### config.mk
export PLATFORM = sky130hd
export DESIGN_NAME = random_pulser_multi
export DESIGN_NICKNAME = d
export VERILOG_FILES = /design/src/rtl/random_pkg.sv /design/src/rtl/pulse_shaper.sv /design/src/rtl/random_pulser_multi.sv
export SDC_FILE = /design/constraint.sdc
export NUM_CORES = 1
export LEC_CHECK = 0
export CELL_PAD_IN_SITES_DETAIL_PLACEMENT = 1
export CELL_PAD_IN_SITES_GLOBAL_PLACEMENT = 2
export CORE_ASPECT_RATIO = 2
export CORE_MARGIN = 5
export CORE_UTILIZATION = 32
export DETAILED_ROUTE_END_ITERATION = 8
export PLACE_DENSITY_LB_ADDON = 0.15
export SLEW_MARGIN = 20
export SYNTH_ARGS = -nofsm -noshare
export SYNTH_HDL_FRONTEND = slang
export SYNTH_HIERARCHICAL = 1
export SYNTH_SLANG_ARGS = --single-unit
### constraint.sdc
create_clock -name clk -period 3.1 [get_ports clk]
set_input_delay 0.775 -clock clk [delete_from_list [all_inputs] [get_ports clk]]
set_output_delay 0.775 -clock clk [all_outputs]
set_load 0.01 [all_outputs]
### src/rtl/random_pkg.sv
// Shared constants and types for the multi-channel random pulse generator.
package random_pkg;

    localparam logic [31:0] DEFAULT_TAPS = 32'h80200003;
    localparam logic [31:0] DEFAULT_SEED = 32'hAAAAAAAA;

    localparam logic MODE_RAW    = 1'b0;
    localparam logic MODE_SHAPED = 1'b1;

    typedef enum logic [1:0] {
        SH_IDLE,
        SH_HIGH,
        SH_DEAD
    } shaper_state_e;

endpackage

### src/rtl/pulse_shaper.sv
// One output channel: threshold compare on its LFSR view, raw or shaped pulse,
// and a saturating trigger counter.
module pulse_shaper
    import random_pkg::*;
#(
    parameter int LFSR_W   = 32,
    parameter int THRESH_W = 8,
    parameter int SHIFT    = 12,
    parameter int LEN_W    = 8,
    parameter int CNT_W    = 16
) (
    input  logic                clk,
    input  logic                reset,
    input  logic                enable_i,
    input  logic                mode_i,
    input  logic [LFSR_W-1:0]   view_i,
    input  logic [THRESH_W-1:0] thresh_i,
    input  logic [LEN_W-1:0]    pulse_len_i,
    input  logic [LEN_W-1:0]    dead_time_i,
    input  logic                cnt_clear_i,
    output logic                pulse_o,
    output logic [CNT_W-1:0]    cnt_o
);

    shaper_state_e     state_q, state_d;
    logic [LEN_W-1:0]  ctr_q, ctr_d;
    logic              pulse_q, pulse_d;
    logic [CNT_W-1:0]  cnt_q, cnt_d;
    logic [LFSR_W-1:0] level;
    logic              hit;
    logic              trigger;

    // A zero threshold gives a zero level, which no view can be below.
    assign level = LFSR_W'(thresh_i) << SHIFT;
    assign hit   = enable_i && (view_i < level);

    always_comb begin
        state_d = state_q;
        ctr_d   = ctr_q;
        pulse_d = pulse_q;
        trigger = 1'b0;
        unique case (state_q)
            SH_IDLE: begin
                ctr_d = '0;
                case (mode_i)
                    MODE_RAW: begin
                        pulse_d = hit;
                        trigger = hit;
                    end
                    MODE_SHAPED: begin
                        pulse_d = 1'b0;
                        if (hit) begin
                            state_d = SH_HIGH;
                            pulse_d = 1'b1;
                            trigger = 1'b1;
                            ctr_d   = (pulse_len_i == '0) ? '0 : pulse_len_i - 1'b1;
                        end
                    end
                endcase
            end
            SH_HIGH: begin
                if (ctr_q != '0) begin
                    ctr_d = ctr_q - 1'b1;
                end else begin
                    pulse_d = 1'b0;
                    if (dead_time_i != '0) begin
                        state_d = SH_DEAD;
                        ctr_d   = dead_time_i - 1'b1;
                    end else begin
                        state_d = SH_IDLE;
                    end
                end
            end
            SH_DEAD: begin
                pulse_d = 1'b0;
                if (ctr_q != '0) begin
                    ctr_d = ctr_q - 1'b1;
                end else begin
                    state_d = SH_IDLE;
                end
            end
            default: begin
                state_d = SH_IDLE;
                ctr_d   = '0;
                pulse_d = 1'b0;
            end
        endcase
    end

    // A clear coinciding with a trigger still records that trigger.
    always_comb begin
        cnt_d = cnt_q;
        if (cnt_clear_i) begin
            cnt_d = trigger ? CNT_W'(1) : '0;
        end else if (trigger && (cnt_q != '1)) begin
            cnt_d = cnt_q + 1'b1;
        end
    end

    always_ff @(posedge clk or negedge reset) begin
        if (!reset) begin
            state_q <= SH_IDLE;
            ctr_q   <= '0;
            pulse_q <= 1'b0;
            cnt_q   <= '0;
        end else begin
            state_q <= state_d;
            ctr_q   <= ctr_d;
            pulse_q <= pulse_d;
            cnt_q   <= cnt_d;
        end
    end

    assign pulse_o = pulse_q;
    assign cnt_o   = cnt_q;

endmodule

### src/rtl/random_pulser_multi.sv
// Multi-channel pseudo-random pulse source: one shared Fibonacci LFSR, each
// channel looking at its own rotation of the state.
module random_pulser_multi
    import random_pkg::*;
#(
    parameter int                LFSR_W    = 32,
    parameter logic [LFSR_W-1:0] TAPS      = LFSR_W'(DEFAULT_TAPS),
    parameter logic [LFSR_W-1:0] SEED_INIT = LFSR_W'(DEFAULT_SEED),
    parameter int                NCH       = 4,
    parameter int                THRESH_W  = 8,
    parameter int                SHIFT     = 12,
    parameter int                LEN_W     = 8,
    parameter int                CNT_W     = 16
) (
    input  logic                    clk,
    input  logic                    reset,
    input  logic                    enable,
    input  logic                    mode,
    input  logic                    seed_load,
    input  logic [LFSR_W-1:0]       seed,
    input  logic [NCH*THRESH_W-1:0] thresh,
    input  logic [LEN_W-1:0]        pulse_len,
    input  logic [LEN_W-1:0]        dead_time,
    input  logic                    cnt_clear,
    output logic [NCH-1:0]          pulse,
    output logic [NCH*CNT_W-1:0]    pulse_cnt,
    output logic [LFSR_W-1:0]       lfsr_state
);

    logic [LFSR_W-1:0] lfsr_q, lfsr_d;
    logic              fb;

    assign fb = ^(lfsr_q & TAPS);

    // Seed loading wins over advancing; an all-zero seed would lock the LFSR.
    always_comb begin
        lfsr_d = lfsr_q;
        if (seed_load) begin
            lfsr_d = (seed == '0) ? SEED_INIT : seed;
        end else if (enable) begin
            lfsr_d = {lfsr_q[LFSR_W-2:0], fb};
        end
    end

    always_ff @(posedge clk or negedge reset) begin
        if (!reset) begin
            lfsr_q <= SEED_INIT;
        end else begin
            lfsr_q <= lfsr_d;
        end
    end

    assign lfsr_state = lfsr_q;

    for (genvar ch = 0; ch < NCH; ch++) begin : g_ch
        localparam int ROT = (ch * (LFSR_W / NCH)) % LFSR_W;
        logic [LFSR_W-1:0] view;

        if (ROT == 0) begin : g_norot
            assign view = lfsr_q;
        end else begin : g_rot
            assign view = {lfsr_q[LFSR_W-ROT-1:0], lfsr_q[LFSR_W-1:LFSR_W-ROT]};
        end

        pulse_shaper #(
            .LFSR_W   (LFSR_W),
            .THRESH_W (THRESH_W),
            .SHIFT    (SHIFT),
            .LEN_W    (LEN_W),
            .CNT_W    (CNT_W)
        ) u_shaper (
            .clk         (clk),
            .reset       (reset),
            .enable_i    (enable),
            .mode_i      (mode),
            .view_i      (view),
            .thresh_i    (thresh[ch*THRESH_W +: THRESH_W]),
            .pulse_len_i (pulse_len),
            .dead_time_i (dead_time),
            .cnt_clear_i (cnt_clear),
            .pulse_o     (pulse[ch]),
            .cnt_o       (pulse_cnt[ch*CNT_W +: CNT_W])
        );
    end

endmodule

# == Word level (Yosys, flattened, before mapping) ==
# Cells that the tools add are included.
# classes
n_mux,78
n_lt_le_gt_ge,4
eq_ne,36
n_reduce_logical,33
n_addsub,10
bitwise,1
# ops
cell,count
2-to-1 mux 8 bit,18
< comparator 32 x 20 -> 1 bit,4
2-to-1 mux 16 bit,8
2-to-1 mux 32 bit,3
case mux 8 bit (3 select lines),4
"adder 16 x 1 -> 16 bit, second input constant",4
"inequality test 16 bit, second input constant",4
"subtractor 8 x 1 -> 8 bit, second input constant",6
nonzero test 8 bit,5
2-to-1 mux 2 bit,17
logical NOT 32 bit,1
parity 32 bit,1
"inequality test 2 bit, second input constant",12
case mux 2 bit (3 select lines),4
2-to-1 mux 1 bit,16
"inequality test 2 x 1 -> 1 bit, second input constant",8
case mux 1 bit (2 select lines),8
AND reduction 4 bit,4
nonzero test 2 bit,5
"inequality test 3 x 2 -> 1 bit, second input constant",3
"== test 2 x 1 -> 1 bit, second input constant",4
"== test 2 bit, second input constant",4
logical AND 1 bit,8
logical NOT 2 bit,4
4 further kinds,7
# word_totals
input_bits,86
regBits,140
out_inout_bits,100

# == Logic depth before layout (Yosys ltp) ==
# Gate-level depths: netlist (run 1).
# depth
word_depth,8
depth_mapped,9
ltp_nobuf,8

# == Cells and area by module ==
# The synthesis (run 1) kept the hierarchy.
# by_module_without_submodules
module,area_each_um2,seq_area_each_um2,cells_each,n_inst
pulse_shaper (g_ch[0].u_shaper ...),2262.2,675.6,269,2
pulse_shaper (g_ch[1].u_shaper),2195.9,675.6,251,1
pulse_shaper (g_ch[3].u_shaper),2120.8,675.6,257,1
random_pulser_multi,1680.4,820.8,170,1

# == Worst setup path after synthesis (run 1) ==
# OpenSTA, ideal clock, no wires.
# synth_timing
kind,input to register
from,input port thresh[15]
to,register g_ch[1].u_shaper.cnt_q[13]
arrival_ns,2.454
setup_ns,0.127
stages,8
path_slack_ns,0.518
path_cell_list,inv_1 -> ha_1 -> nor4_1 -> nand4_2 -> or2_1 -> nor3_4 -> and3_1 -> mux2_1
# synth_via
elab_chain_cells,7
# synth_lines
element,line,rtl
start: declaration,random_pulser_multi.sv:21,"input logic [NCH*THRESH_W-1:0] thresh,"
< comparator 32 x 20 -> 1 bit *,pulse_shaper.sv:35,assign hit = enable_i && (view_i < level);
logical AND 1 bit *,pulse_shaper.sv:35,
2-to-1 mux 1 bit,pulse_shaper.sv:52,if (hit) begin
case mux 1 bit (2 select lines) *,pulse_shaper.sv:45,case (mode_i)
2-to-1 mux 1 bit *,pulse_shaper.sv:42,unique case (state_q)
logical AND 1 bit *,pulse_shaper.sv:95,end else if (trigger && (cnt_q != '1)) begin
nonzero test 2 bit (no source line) *,n/a,
end signal: assignment,pulse_shaper.sv:110,cnt_q <= cnt_d;
end: declaration,pulse_shaper.sv:28,"logic [CNT_W-1:0] cnt_q, cnt_d;"
# Every way passes the cells marked *; elsewhere a longest branch is shown, timed or not.
# A chain may end at the register's enable or synchronous reset.

# == Worst setup path after layout (run 1) ==
# layout_timing
from,input port thresh[23]
to,register g_ch[2].u_shaper.cnt_q[13]
# layout_via
elab_chain_cells,7
# layout_lines
element,line
< comparator 32 x 20 -> 1 bit *,pulse_shaper.sv:35
logical AND 1 bit *,pulse_shaper.sv:35
2-to-1 mux 1 bit,pulse_shaper.sv:52
case mux 1 bit (2 select lines) *,pulse_shaper.sv:45
2-to-1 mux 1 bit *,pulse_shaper.sv:42
logical AND 1 bit *,pulse_shaper.sv:95
nonzero test 2 bit (no source line) *,n/a
end signal: assignment,pulse_shaper.sv:110
end: declaration,pulse_shaper.sv:28
# Marked as above.

==> results of run 1 <==
## through the flow
step	total power [uW]	hold WS [ps]
floorplan	2340	479
global placement	2870	510
detailed placement	2880	518
CTS	5140	170
global route	5280	184
finish	5060	182
## registers in the layout, indices dropped and copies added, names as in the netlist
signal	flops
g_ch.u_shaper/pulse_o	4
g_ch.u_shaper/ctr_q	32
lfsr_state	32
g_ch.u_shaper/state_q	8
g_ch.u_shaper/cnt_o	64
## power breakdown
group | leakage, uW | switching (uW) | internal, uW
logic | 0.00374 | 435 | 407
clock network | 0.000300 | 852 | 1360
registers | 0.00187 | 114 | 1890
total | 0.00591 | 1400 | 3660
## cell families (layout without fill, tap and decap cells)
kind of cell,after synthesis,count (layout),synth area share (%)
flip-flops,140,140,33.5
other,0,1,0
AO/OA/AOI/OAI,251,251,15.7
adder cells (fa/ha/maj),56,56,6.66
multiplexers,30,30,3.00
XOR/XNOR,83,83,7.05
AND/OR/NAND/NOR,528,528,29.1
buffers and inverters,128,387,5.04
## area by class of cell
cell class	count	area, um2	area share [%]
timing repair buffer	271	2580	18.4
tap	432	541	3.85
multi-input combinational	948	6470	46.0
clock inverter	11	169	1.20
inverter	85	319	2.27
sequential	140	3520	25.1
clock buffer	20	447	3.18
antenna	1	2.50	0.0178
## routing by layer
metal | vias to the layer above | wire [um]
met3 | 63 | 1350
met5 | - | 0
met4 | 0 | 1260
li1 | 4925 | -
met2 | 207 | 24800
met1 | 5246 | 14100
## placed cells by master (no fill, tap or decap), drive strengths merged, types with 42 or more instances in the layout
cell,count
a21oi,64
buf,90
clkdlybuf4s50,181
dfrtp,124
ha,56
inv,85
nand2,93
nand3,54
nand4,42
nor2,99
nor4,44
o21ai,48
xor2,42
## final timing paths
kind,end,from,slack [ps],cells past startpoint
max in group asynchronous,lfsr_state[21]$_DFFE_PN1P_,reset,2120,2
worst max-delay path,g_ch[2].u_shaper/cnt_o[13]$_DFFE_PN0P_,thresh[23],290,9
worst min register to register,g_ch[1].u_shaper/pulse_o$_DFFE_PN0P_,g_ch[1].u_shaper/pulse_o$_DFFE_PN0P_,530,1
min in group clk,g_ch[1].u_shaper/pulse_o$_DFFE_PN0P_,g_ch[1].u_shaper/pulse_o$_DFFE_PN0P_,530,1
worst max register to register,g_ch[3].u_shaper/cnt_o[11]$_DFFE_PN0P_,lfsr_state[21]$_DFFE_PN1P_,600,8
worst min-delay path,g_ch[1].u_shaper/cnt_o[8]$_DFFE_PN0P_,reset,180,1
==> summary.md, run 1 <==
| Metric | Value |
|---|---|
| Crit-path cells | clkdlybuf4s50_1 -> inv_1 -> ha_1 -> nor4_1 -> buf_4 -> and4_1 -> o211ai_4 -> or4_1 -> a21oi_1 |
| H-tree levels | 4 |
| Grt total ovfl | 0 |
| Grt met1 use | 21.1% |
| VDD IR-drop max | 0.408 mV |
| Total track usage | 22.4% |
| Layout Skew | 8.62 ps |
| Clk buf depth | 2 |
| Layer carrying the most global-route usage | met2 |
| Vias | 10.4k |
| Final setup viols | 0 |
| Post-route ant nets | 0 |
| Vias in the first global route | 11.4k |
| Sequential-to-total area share from yosys stat | 33.5% |
| Share of the synthesized area in the top cell type | 29.5% |
| Drt wl/cell | 21.8 um |
| Crit Path Class | in -> reg |
| Bufs and invs on worst path | 3 |
| Mapped Nets | 1,358 |
| CP max stage cell | or4_1 |
| CP max stage delay | 570 ps |
| Slew at the pin closest to its max-slew limit | 794 ps |
| Largest net degree at the start of global routing | 58 |
| Most area-hungry cell type in the Yosys netlist | dfrtp_1 |
| Drt drc | 0 |
| P_leak | 0.00591 uW |
| Area after DPL | 0.0134 mm2 |
| Worst path arrival time | 3180 ps |
| Status | finished, final reports clean |
| Share of post-route cells with drive strength above 1 | 12.5% |
| Met3 Use GR | 3.62% |
| CP Max Fanout | 22 |
| Synth Warn # | 6 |
| P&R area growth vs syn | 33.6% |
| Final wirelength | 41,500 um |
| Max Slew Vio Count | 0 |
| Distinct cells, synth | 79 |
| CTS tree | done |
| Worst hold path type | in -> async |
| Crit. End Element | flip-flop |
| RSZ-0062 raised after global routing | no |
| Top post-synthesis cells by area | dfrtp_1 29%, ha_1 6.7%, dfstp_2 4.0% |
| Initial cell density of the core | 32.2% |
| Cells after Synth | 1,216 |
| Height of the die | 266 um |
| Global-route wire length before repair | 64,700 um |
| Inst Count DP | 1,876 |
| Fin area | 0.0141 mm2 |
| Final TNS setup | 0 ps |
| Die width | 138 um |
| M2 GR Usage | 46.8% |
| Die ar. | 0.0368 mm2 |
| Pre-CTS setup slack | -151 ps |
| F_max | 0.356 GHz |
| Seq cells post-synth | 140 |
| Top post-synthesis cells by count | 124 x dfrtp_1, 98 x nor2_1, 93 x nand2_1, 85 x inv_1, 64 x a21oi_1 |
| Fill count | 3,964 |
| Period utilisation layout | 90.7% |
| Most used DFF post-synth | dfrtp_1 |
| IO Port Bufs | 185 |
| Routability-driven placement congestion ratio | 0.824 |
| Post-synth EDFFs | 0 |
| Tmin final | 2810 ps |
| Root buf cell | clkbuf_16 |
| Final nets | 1,605 |
| Initial antenna violation count | 1 |
| Clock latency on the worst-skew pair | 440 ps |
| Initial DRC count | 381 |
| DR pass1 iterations | 4 |
| # resized after CTS | 0 |
| Hpwl dp | 33,200 um |
| Hold buffer count at CTS | 0 |
| Req. time, crit path | 3470 ps |
| Avg Cell Area, Syn | 8.65 um2 |
| Final Hold Vio Count | 0 |
| Vias per inst | 5.47 |
| Most frequent cell after synthesis | dfrtp_1 |
| Setup bufs post-CTS | 0 |
| CP delay by family, top | simple AND/OR/NAND/NOR gates |
| Non-filler cells, final | 1,908 |
| Row cnt | 94 |
| Max cap viols | 0 |
| Asr flop ratio synth | 100% |
| CTS Sinks | 140 |
| Max-Slew Margin vs Limit | 46.6% |
| Pwr dens | 360 mW/mm2 |
| Reg clk slew, reported paths | 60 ps |
| TritonCTS Buffers | 17 |
| Startpoint Class | input pin |
| # IOs | 186 |
| Final worst slack | 290 ps |
| Util after Layout | 43.0% |
| Core area | 0.0327 mm2 |
| Synth Cell Area | 0.0105 mm2 |
(Power assumes the default switching activity.)
==> inputs of run 2 (changes only) <==
- CTS_CLUSTER_DIAMETER: unset -> 200
- REMOVE_ABC_BUFFERS: unset -> 1
==> run 2 against run 1 <==
Largest cell class unchanged. Non-clock buffer count down 16. Clock skew up 5.9 ps. Register-to-register slack worse by 30 ps. Cell area decreased by 1.2%. Critical endpoint is now g_ch[3].u_shaper/cnt_o[1]$_DFFE_PN0P_.
==> summary.md, run 2 (synthesis results as in run 1) <==
| Metric | Value |
|---|---|
| H-tree levels | 4 (unchanged) |
| RSZ-0062 raised after global routing | no |
| Vias per inst | 5.43 (-0.69%) |
| R2R cell count | 8 (unchanged) |
| Height of the die | 266 um (unchanged) |
| Logic gate share of total power | 16.3% (-0.3 points) |
| Setup bufs post-CTS | 0 (unchanged) |
| Final Hold Vio Count | 0 (unchanged) |
| Max FFs per register | 64 (unchanged) |
| TritonCTS Buffers | 17 (unchanged) |
| Sw Ratio | 28.3% (+0.67 points) |
| Clk buf depth | 2 (unchanged) |
| DR pass1 iterations | 4 (unchanged) |
| Initial antenna violation count | 0 (-1) |
| Commonest cells after routing, fill and taps aside | 181 x clkdlybuf4s50_1, 124 x dfrtp_1, 98 x nor2_1 |
| Startpoint Class | input pin |
| Worst hold path type | in -> async |
| Final wirelength | 38,600 um (-7.0%) |
| Post-route ant nets | 0 (unchanged) |
| Hpwl dp | 30,400 um (-8.3%) |
| Non-filler cells, final | 1,892 (-0.84%) |
| Period utilisation layout | 89.7% (-0.94 points) |
| Routability-driven placement congestion ratio | 0.845 (+2.5%) |
| Antenna diode count | 0 (-1) |
| Die width | 138 um (unchanged) |
| Vias in the first global route | 11.2k (-1.9%) |
| Worst path arrival time | 3080 ps (-100 ps) |
| Crit Path Class | in -> reg |
| Status | finished, final reports clean |
| IO Port Bufs | 185 (unchanged) |
| Root buf cell | clkbuf_16 |
| Clock latency on the worst-skew pair | 450 ps (about the same) |
| Tmin final | 2780 ps (-29.1 ps) |
| Max-Slew Margin vs Limit | 55.1% (+8.6 points) |
| Die ar. | 0.0368 mm2 (unchanged) |
| Pint | 3500 uW (-4.4%) |
| CTS tree | done |
| Initial cell density of the core | 32.2% (unchanged) |
| Crit. End Element | flip-flop |
| Reg clk slew, reported paths | 60 ps (about the same) |
| Final worst slack | 319 ps (+29.1 ps) |
| Fill count | 3,908 (-1.4%) |
| # resized after CTS | 0 (unchanged) |
| F_max | 0.360 GHz (+1.0%) |
| Slew at the pin closest to its max-slew limit | 667 ps (-127 ps) |
| Pwr dens | 352 mW/mm2 (-2.3%) |
| Req. time, crit path | 3400 ps (-70 ps) |
| Initial DRC count | 303 (-20%) |
| Row cnt | 94 (unchanged) |
| # IOs | 186 (unchanged) |
| Inst Count DP | 1,860 (-0.85%) |
| Most common cell after layout, fill and taps aside | clkdlybuf4s50_1 |
| Pre-CTS setup slack | -158 ps (-7.39 ps) |
| Share of post-route cells with drive strength above 1 | 11.6% (-0.83 points) |
| Final TNS setup | 0 ps (unchanged) |
| Grt total ovfl | 0 (unchanged) |
| Total track usage | 20.8% (-1.6 points) |
| Global-route wire length before repair | 61,300 um (-5.2%) |
| Hold buffer count at CTS | 0 (unchanged) |
| VDD IR-drop max | 0.395 mV (-3.2%) |
| Part of the power in registers | 41.2% (+1.6 points) |
| Final setup viols | 0 (unchanged) |
| Max Slew Vio Count | 0 (unchanged) |
| Psw | 1380 uW (-1.2%) |
| Core area | 0.0327 mm2 (unchanged) |
| Final nets | 1,589 (-1.0%) |
| CP Max Fanout | 4 (-82%) |
| Drt wl/cell | 20.4 um (-6.2%) |
| P&R area growth vs syn | 31.9% |
| Layout Skew | 14.5 ps (+5.92 ps) |
| Max cap viols | 0 (unchanged) |
| CTS Sinks | 140 (unchanged) |
| Vias | 10.3k (-1.5%) |
| Drt drc | 0 (unchanged) |
| Largest net degree at the start of global routing | 54 (-6.9%) |
| Part of the power in the clock network | 42.5% (-1.2 points) |
| P_leak | 0.00580 uW (-1.8%) |
run 2: layout make-up:
type / count / area [um2] / share of cell area (%)
multi-input cells: 948 / 6470 / 46.6
well taps: 432 / 541 / 3.89
repair buffers: 255 / 2450 / 17.7
clock inverters: 12 / 121 / 0.874
clock buffers: 20 / 457 / 3.29
inverters: 85 / 319 / 2.30
flip-flops and latches: 140 / 3520 / 25.4
run 2: path summary, 6_finish.rpt:
kind	slack (ps)	from	endpoint
min	240	reset	g_ch[0].u_shaper/cnt_o[9]$_DFFE_PN0P_
min in group clk	520	g_ch[2].u_shaper/pulse_o$_DFFE_PN0P_	g_ch[2].u_shaper/pulse_o$_DFFE_PN0P_
max	320	thresh[31]	g_ch[3].u_shaper/cnt_o[1]$_DFFE_PN0P_
min reg2reg	520	g_ch[2].u_shaper/pulse_o$_DFFE_PN0P_	g_ch[2].u_shaper/pulse_o$_DFFE_PN0P_
max in group asynchronous	2150	reset	lfsr_state[5]$_DFFE_PN1P_
max reg2reg	570	g_ch[3].u_shaper/state_q[0]$_DFFE_PN0P_	g_ch[3].u_shaper/cnt_o[1]$_DFFE_PN0P_
run 2: layer usage:
metal  track usage, %  vias up  part of all wire, %
met5                0        -                    0
met4             7.24        0                  2.7
met3             3.82       53                  3.9
met2             41.8      223                   56
met1             21.1     5098                   37
li1                 -     4908                    -
run 2: per-stage QoR:
step	instance area, um2	hold WS, ps	total power [uW]	utilization, %
floorplan	10300	479	2300	-
global placement	13300	524	2840	40.7
detailed placement	13300	520	2850	40.7
CTS	13900	241	4970	42.4
global route	13900	250	5110	42.4
finish	13900	243	4880	42.4
run 2: worst max-delay path: stages:
cell and delay (ps):
clkdlybuf4s50_1 450, inv_1 40, ha_1 170, nor4_1 270, nand4_1 240, or2_4 360
buf_4 140, nor4_1 300, buf_4 180, nand2b_1 90, a21oi_1 60
run 2: power groups by stage:
stage	clock network [uW]	logic, uW	registers, uW
after detailed placement	0	806	2040
after CTS	2150	812	2010
after global routing	2220	879	2020
after global placement	0	794	2050
after floorplan	0	295	2010
final	2070	796	2010
==> inputs of run 3 (changes only) <==
- PLACE_DENSITY: unset -> 0.84
- PLACE_DENSITY_LB_ADDON: 0.15 -> unset
- TNS_END_PERCENT: unset -> 100
==> run 3 against run 2 <==
Total power decreased by 0.56%. Non-clock buffer count increased by 8. Via count increased by 2.7%. Global-route usage increased by 0.57 points. Cell area about the same. First-iteration DRC count increased by 21%. Register-to-register slack improved by 40 ps. Worst setup slack got worse by 44 ps. Critical endpoint is now g_ch[0].u_shaper/cnt_o[4]$_DFFE_PN0P_. Clock power about the same. Critical path depth decreased by 3. Wire length increased by 3.0%. Die area unchanged. Largest power group unchanged.
==> summary.md, run 3 (synthesis results as in run 1) <==
| Metric | Value |
|---|---|
| Status | finished, final reports clean |
| Period utilisation layout | 91.1% (+1.4 points) |
| Layout Skew | 14.9 ps (+0.349 ps) |
| Final wirelength | 39,800 um (+3.0%) |
| CP max stage delay | 560 ps (+110 ps) |
| Max cap viols | 0 (unchanged) |
| H-tree levels | 4 (unchanged) |
| # IOs | 186 (unchanged) |
| Worst hold path type | in -> async |
| VDD IR-drop max | 0.405 mV (+2.5%) |
| Routability-driven placement congestion ratio | 0.877 (+3.8%) |
| Core area | 0.0327 mm2 (unchanged) |
| Reg clk slew, reported paths | 60 ps (about the same) |
| TritonCTS Buffers | 17 (unchanged) |
| Final Hold Vio Count | 0 (unchanged) |
| Most common cell after layout, fill and taps aside | clkdlybuf4s50_1 |
| CP max stage cell | or4_1 |
| Commonest cells after routing, fill and taps aside | 181 x clkdlybuf4s50_1, 124 x dfrtp_1, 98 x nor2_1 |
| Share of post-route cells with drive strength above 1 | 12.0% (+0.35 points) |
| Initial cell density of the core | 32.2% (unchanged) |
| Clock latency on the worst-skew pair | 450 ps (about the same) |
| Total track usage | 21.4% (+0.57 points) |
| Row cnt | 94 (unchanged) |
| Final nets | 1,597 (+0.50%) |
| Grt total ovfl | 0 (unchanged) |
| Hold buffer count at CTS | 0 (unchanged) |
| Crit. End Element | flip-flop |
| Pre-CTS setup slack | -151 ps (+6.95 ps) |
| Max FFs per register | 64 (unchanged) |
| P_leak | 0.00582 uW (+0.33%) |
| Die ar. | 0.0368 mm2 (unchanged) |
| Worst path arrival time | 3190 ps (+110 ps) |
| P&R area growth vs syn | 32.0% (about the same) |
| Global-route wire length before repair | 62,800 um (+2.5%) |
| Post-route ant nets | 0 (unchanged) |
| # resized after CTS | 0 (unchanged) |
| CP Max Fanout | 21 (+17) |
| Setup bufs post-CTS | 0 (unchanged) |
| Startpoint Class | input pin |
| DR pass1 iterations | 5 (+1) |
| Final worst slack | 275 ps (-43.5 ps) |
| Slew at the pin closest to its max-slew limit | 748 ps (+81.5 ps) |
| Largest net degree at the start of global routing | 82 (+52%) |
| Hold Slack | 285 ps (+42.1 ps) |
| Reg-to-reg slack, setup | 610 ps (+40 ps) |
| Clk buf depth | 2 (unchanged) |
| Fin area | 0.0139 mm2 (about the same) |
| Vias in the first global route | 11.5k (+2.9%) |
| Final TNS setup | 0 ps (unchanged) |
| Antenna diode count | 0 (unchanged) |
| Drt drc | 0 (unchanged) |
| Die width | 138 um (unchanged) |
| Vias per inst | 5.56 (+2.2%) |
| Final setup viols | 0 (unchanged) |
| Max-Slew Margin vs Limit | 49.7% (-5.5 points) |
| Height of the die | 266 um (unchanged) |
| CTS tree | done |
| Crit-path cells | clkdlybuf4s50_1 -> inv_1 -> ha_1 -> nor4_1 -> and4_1 -> o211ai_4 -> or4_1 -> a21oi_1 |
| Drt wl/cell | 20.9 um (+2.5%) |
| Crit Path Class | in -> reg |
| Root buf cell | clkbuf_16 |
| Req. time, crit path | 3470 ps (+70 ps) |
| Vias | 10.6k (+2.7%) |
| Hpwl dp | 31,100 um (+2.3%) |
| Fill count | 3,911 (+0.077%) |
| RSZ-0062 raised after global routing | no |
| Tmin final | 2820 ps (+43.5 ps) |
| Util after Layout | 42.5% (about the same) |
| Initial antenna violation count | 0 (unchanged) |
| Pwr dens | 350 mW/mm2 (-0.63%) |
| IO Port Bufs | 185 (unchanged) |
| Initial DRC count | 368 (+21%) |
| F_max | 0.354 GHz (-1.5%) |
| Max Slew Vio Count | 0 (unchanged) |
| CTS Sinks | 140 (unchanged) |
| Area after DPL | 0.0133 mm2 (+0.17%) |
==> run 3: layout make-up <==
class	instances	area (um2)	share of cell area (%)
Inverter	85	319	2.30
Multi-Input combinational cell	948	6470	46.6
Sequential cell	140	3520	25.4
Timing Repair Buffer	263	2470	17.8
Clock inverter	9	87.6	0.631
Clock buffer	23	478	3.44
Tap cell	432	541	3.89
==> run 3: through the flow <==
step	instances	power, uW
final	1900	4860
after global placement	1868	2830
after detailed placement	1868	2840
after floorplan	1173	2300
after global routing	1900	5050
after CTS	1900	4920
==> run 3: worst paths after layout <==
path	startpoint	end	cells past startpoint
setup / recovery	thresh[7]	g_ch[0].u_shaper/cnt_o[4]$_DFFE_PN0P_	8
hold / removal	reset	g_ch[3].u_shaper/cnt_o[0]$_DFFE_PN0P_	1
setup reg to reg	lfsr_state[0]$_DFFE_PN0P_	g_ch[3].u_shaper/ctr_q[7]$_DFFE_PN0P_	8
hold reg to reg	g_ch[0].u_shaper/pulse_o$_DFFE_PN0P_	g_ch[0].u_shaper/pulse_o$_DFFE_PN0P_	2
max in group asynchronous	reset	g_ch[1].u_shaper/ctr_q[4]$_DFFE_PN0P_	2
min in group clk	g_ch[0].u_shaper/pulse_o$_DFFE_PN0P_	g_ch[0].u_shaper/pulse_o$_DFFE_PN0P_	2
==> run 3: worst max-delay path, delay by kind of cell <==
family / cells / cell delay, ps
fa+ha+maj: 1 / 160
compound gates: 2 / 410
buf+inv: 2 / 490
simple gates: 3 / 1340
==> run 3: routing by layer <==
| layer | wire length (um) | global-route usage [%] | share of wire, % | vias up |
|---|---|---|---|---|
| met5 | 0 | 0 | 0 | - |
| met4 | 1360 | 8.37 | 3.4 | 0 |
| met3 | 1370 | 3.85 | 3.4 | 74 |
| met2 | 22600 | 43.0 | 57 | 241 |
| met1 | 14400 | 21.3 | 36 | 5318 |
| li1 | - | - | - | 4923 |
==> run 3: where the power goes <==
group          internal, uW  switching (uW)
clock                  1170             875
combinational           391             420
sequential             1890             107
total                  3450            1400
